**src/rtl/pb_layer_sequencer.sv**
```systemverilog
// Layer sequencer for the PB processing array: steps weight/bias slices, starts the PBs,
// joins their valid flags and feeds captured X back. Optional watchdog: PB_WATCHDOG_EN.
module pb_layer_sequencer #(
    parameter int unsigned NUM_PB     = 16,
    parameter int unsigned MAX_LAYERS = 2,
    parameter int unsigned LW         = $clog2(MAX_LAYERS + 1),
    parameter int unsigned WDT_CYCLES = 1024
) (
    input  logic              clk,
    input  logic              rst,
    input  logic              start,
    input  logic              abort,
    input  logic [LW-1:0]     num_layers_cfg,
    input  logic [NUM_PB-1:0] pb_valid,
    output logic              pb_start,
    output logic [LW-1:0]     layer_idx,
    output logic              x_sel,
    output logic              capture_en,
    output logic              busy,
    output logic              done,
    output logic              error
);

    typedef enum logic [2:0] {
        IDLE,
        LOAD,
        RUN,
        WAIT,
        CAPTURE,
        DONE
    } state_t;

    state_t        state;
    logic [LW-1:0] n_lat;
    logic [LW-1:0] n_clamp_c;
    logic          all_valid_c;

    if (WDT_CYCLES == 0) begin : g_bad_wdt
        $error("WDT_CYCLES must be nonzero");
    end

    assign all_valid_c = &pb_valid;
    assign n_clamp_c   = (num_layers_cfg > LW'(MAX_LAYERS)) ? LW'(MAX_LAYERS) : num_layers_cfg;

`ifdef PB_WATCHDOG_EN
    localparam int unsigned WDW = $clog2(WDT_CYCLES + 1);
    logic [WDW-1:0] wdt_cnt;
`else
    assign error = 1'b0;
`endif

    always_ff @(posedge clk or posedge rst) begin
        if (rst) begin
            state      <= IDLE;
            n_lat      <= '0;
            layer_idx  <= '0;
            x_sel      <= 1'b0;
            pb_start   <= 1'b0;
            capture_en <= 1'b0;
            busy       <= 1'b0;
            done       <= 1'b0;
`ifdef PB_WATCHDOG_EN
            wdt_cnt    <= '0;
            error      <= 1'b0;
`endif
        end else begin
            pb_start   <= 1'b0;
            capture_en <= 1'b0;
            done       <= 1'b0;
            // Abort beats every other transition, including the all-valid exit.
            if (abort && (state != IDLE)) begin
                state <= IDLE;
                busy  <= 1'b0;
            end else begin
                case (state)
                    IDLE: begin
                        if (start && !abort) begin
                            n_lat     <= n_clamp_c;
                            layer_idx <= '0;
                            x_sel     <= 1'b0;
                            busy      <= 1'b1;
`ifdef PB_WATCHDOG_EN
                            error     <= 1'b0;
`endif
                            if (n_clamp_c == '0) begin
                                state <= DONE;
                                done  <= 1'b1;
                            end else begin
                                state <= LOAD;
                            end
                        end
                    end
                    LOAD: begin
                        state    <= RUN;
                        pb_start <= 1'b1;
                    end
                    RUN: begin
                        state <= WAIT;
`ifdef PB_WATCHDOG_EN
                        wdt_cnt <= '0;
`endif
                    end
                    WAIT: begin
                        if (all_valid_c) begin
                            state      <= CAPTURE;
                            capture_en <= 1'b1;
`ifdef PB_WATCHDOG_EN
                        end else if (wdt_cnt == WDW'(WDT_CYCLES - 1)) begin
                            state <= DONE;
                            done  <= 1'b1;
                            error <= 1'b1;
                        end else begin
                            wdt_cnt <= wdt_cnt + WDW'(1);
`endif
                        end
                    end
                    CAPTURE: begin
                        if (layer_idx == (n_lat - LW'(1))) begin
                            state <= DONE;
                            done  <= 1'b1;
                        end else begin
                            layer_idx <= layer_idx + LW'(1);
                            x_sel     <= 1'b1;
                            state     <= LOAD;
                        end
                    end
                    DONE: begin
                        state <= IDLE;
                        busy  <= 1'b0;
                    end
                    default: begin
                        state <= IDLE;
                        busy  <= 1'b0;
                    end
                endcase
            end
        end
    end

endmodule
```
**config.mk**
```make
export PLATFORM = sky130hd
export DESIGN_NAME = pb_layer_sequencer
export DESIGN_NICKNAME = d
export VERILOG_FILES = /design/src/rtl/pb_layer_sequencer.sv
export SDC_FILE = /design/constraint.sdc
export NUM_CORES = 1
export LEC_CHECK = 0
export CAP_MARGIN = 5
export CORE_UTILIZATION = 40
export CTS_CLUSTER_DIAMETER = 200
export DETAILED_ROUTE_END_ITERATION = 7
export MAX_ROUTING_LAYER = met4
export PLACE_DENSITY = 0.78
export SYNTH_ARGS = -nofsm -noshare
export SYNTH_HDL_FRONTEND = slang
export SYNTH_SLANG_ARGS = --single-unit
```
**constraint.sdc**
```tcl
create_clock -name clk -period 1.8 [get_ports clk]
set_input_delay 0.36 -clock clk [delete_from_list [all_inputs] [get_ports clk]]
set_output_delay 0.36 -clock clk [all_outputs]
set_load 0.05 [all_outputs]
```
==> summary.txt <==
Job
  – Max_cap viols: 0

STA
  – RSZ-0062 raised after global routing: no
  – Worst hold slack: 0.380 ns
  – Max Transition Viols Final: 0
  – Hold Fails Final Rpt: 0
  – Fmax: 0.653 GHz
  – Worst setup margin: 0.268 ns
  – Period utilisation layout: 0.851
  – Final clock skew: 0.00499 ns
  – Min cycle time layout: 1.53 ns
  – Final setup fails: 0

Worst setup path
  – RR Endpoint: state[2]$_DFFE_PP0P_
  – R2R Setup Slk: 0.27 ns
  – CP endpoint kind: flop
  – R2R Path Start: state[1]$_DFFE_PP0P_
  – Setup CP Type: flop to flop
  – Worst-case reg-to-reg path depth: 3
  – Critical path fanouts, max: 9
  – Crit path launch type: flop
  – Crit path DAT: 1.70 ns
  – Worst EP required: 1.97 ns

Finish
  – Share of cells above drive strength 1: 0.190
  – Design area: 975 um2
  – Register area: 300 um2
  – Final-stage net count: 123
  – Area occupied by multi-input gates: 325 um2
  – Fillcell total: 126
  – Diode count: 0
  – P&R area growth vs syn: 47.0%

Synth
  – Ys Warns: 0
  – Cell variety after synth: 31
  – Synth Instances: 69
  – Post-synth EDFFs: 0
  – Synthesized area: 663 um2
  – Synth Flop Type: dfrtp_1
  – Synthesized net count: 91
  – Seq/Total Area, Yosys: 0.453
  – Flops & latches, synth: 12
  – Asr flop ratio synth: 1.00
  – Syn_area_per_cell: 9.61 um2

Floorplan
  – I/O Pins: 30
  – Die Height: 42.7 um
  – Core Area: 1520 um2
  – Num rows: 14
  – Die area: 1820 um2
  – Initial Util: 0.435
  – Die W: 42.7 um

Placement
  – GPL Wtd Cong: 0.829
  – Dpl hpwl: 1160 um
  – Buffers on Ports: 28
  – Pre-CTS setup slack: -0.00510 ns
  – DP Area: 938 um2

Pwr
  – Int Pwr: 0.563 mW
  – Clock share of power: 0.250
  – Maximum vdd drop: 621 uV
  – Pwr Density: 880 nW/um2
  – Switching Share: 0.343
  – Comb pwr share: 0.341
  – Sw Pwr: 0.295 mW
  – Leakage: 0.412 nW
  – Total power: 0.858 mW
  – Power share of the sequential group: 0.409

Global routing
  – First-pass GRT wire length: 2580 um
  – Congestion Overflow GR: 0
  – GRT Total Usage: 0.189
  – Initial antenna violation count: 0
  – Vias in the first global route: 590
  – Largest net degree at the start of global routing: 16

Clock tree
  – CTS tree: built
  – Clock buffer count from CTS: 3
  – Worst skew pair latency: 0.27 ns
  – H-tree depth: 1
  – Clk sinks: 12
  – CTS clk-pin slew, worst paths: 0.08 ns
  – Root Buffer: clkbuf_4
  – Resized cells post-CTS: 0
  – Max Buffers Root-to-Sink: 2
  – Number of buffers added for setup after CTS: 0
  – Hold_buf cts: 0

Worst hold path
  – Tightest Hold Check Type: primary input to asynchronous set/reset pin

Route
  – M1 WL: 702 um
  – Initial detailed-routing violation count: 19
  – Antenna Nets Post-Route: 0
  – DRT Pass-1 Iters: 4
  – Post-Route WL: 1470 um
  – Highest metal used: met4
  – Vias: 636
  – Residual DRC: 0
  – Vias/cell: 5.48
  – DR WL met3: 75 um
  – Routed length on met2: 682 um
  – WL per Instance: 12.7 um

Status
  – Outcome: finished clean
## synthesized netlist by cell type, types with 2 or more instances
master | n | area (um2)
mux2i_1 | 2 | 20.0
o21ai_0 | 6 | 30.0
nor2_1 | 4 | 15.0
inv_1 | 4 | 15.0
nand4_1 | 4 | 25.0
o21a_1 | 2 | 15.0
nor4_1 | 3 | 18.8
nand2_1 | 4 | 15.0
nand2b_1 | 3 | 18.8
mux2_2 | 2 | 22.5
a21oi_1 | 3 | 15.0
dfrtp_1 | 12 | 300
a31oi_1 | 2 | 12.5
## flip-flops by register name, indices dropped and copies added, names as in the netlist
name / flops
done: 1
busy: 1
state: 3
capture_en: 1
n_lat: 2
x_sel: 1
layer_idx: 2
pb_start: 1
## routing by layer
metal | global-route usage | vias to the layer above
li1 | - | 319
met4 | 0.0188 | 0
met3 | 0.0638 | 2
met1 | 0.266 | 296
met2 | 0.276 | 19
met5 | - | -
## through the flow
stage	std cells	utilization	setup TNS [ns]
floorplan	69	-	0
global placement	112	0.616	0
detailed placement	112	0.616	-0.00510
CTS	116	0.640	0
global route	116	0.640	0
finish	116	0.640	0
## power by group through the flow
stage | combinational (mW) | clock, mW | sequential [mW]
detailed placement | 0.292 | 0 | 0.356
finish | 0.292 | 0.215 | 0.351
floorplan | 0.143 | 0 | 0.403
CTS | 0.293 | 0.221 | 0.350
global route | 0.319 | 0.234 | 0.359
global placement | 0.287 | 0 | 0.353
## cell type report
type	count	area share
multi-input cells	50	0.334
flip-flops and latches	12	0.308
repair buffers	30	0.285
clock buffers	4	0.0372
well taps	16	0.0205
inverters	4	0.0154
## critical path: stages (launching register included)
cell and delay (ns):
dfrtp_1 0.48, nor2_1 0.34, mux2_2 0.39, nor4_1 0.22
## kinds of logic after synthesis
family          after synthesis  share of synthesized area
mux                           4                     0.0641
compound gates               20                      0.202
xor+xnor                      1                     0.0132
other cells                   1                    0.00565
simple gates                 24                      0.206
buf+inv                       7                     0.0566
flops                        12                      0.453
## worst max path at each step
stage / end / start / cells after the start / slack (ns)
after global placement: layer_idx[1]$_DFFE_PP0P_ / abort / 4 / 0.02
after CTS: state[2]$_DFFE_PP0P_ / pb_valid[15] / 6 / 0.28
after global routing: state[2]$_DFFE_PP0P_ / state[1]$_DFFE_PP0P_ / 3 / 0.11
final: state[2]$_DFFE_PP0P_ / state[1]$_DFFE_PP0P_ / 3 / 0.27
after detailed placement: state[2]$_DFFE_PP0P_ / pb_valid[15] / 6 / -0.005
after floorplan: layer_idx[1]$_DFFE_PP0P_ / layer_idx[1]$_DFFE_PP0P_ / 4 / 0.26
## cell usage in the layout (no fill, tap or decap)
cell type and n:
nor2_1 4, dfrtp_1 12, and3_1 1, buf_4 9, clkbuf_8 1, o21ai_0 6, a22oi_1 1, clkdlybuf4s50_1 21
nor4_1 3, or2_1 1, mux2i_1 2, nand3_1 1, o2bb2ai_1 1, o32a_1 1, and4_2 1, o21ai_1 1
conb_1 1, nor3_1 1, o31ai_2 1, o311a_2 1, or3_4 1, nand2_1 4, nand4_1 4, o21a_1 2
xnor2_1 1, nand2b_1 3, clkbuf_4 3, a31oi_1 2, o22ai_1 1, inv_1 4, a21oi_1 3, mux2_2 2
Power figures use the tool's default switching activity.
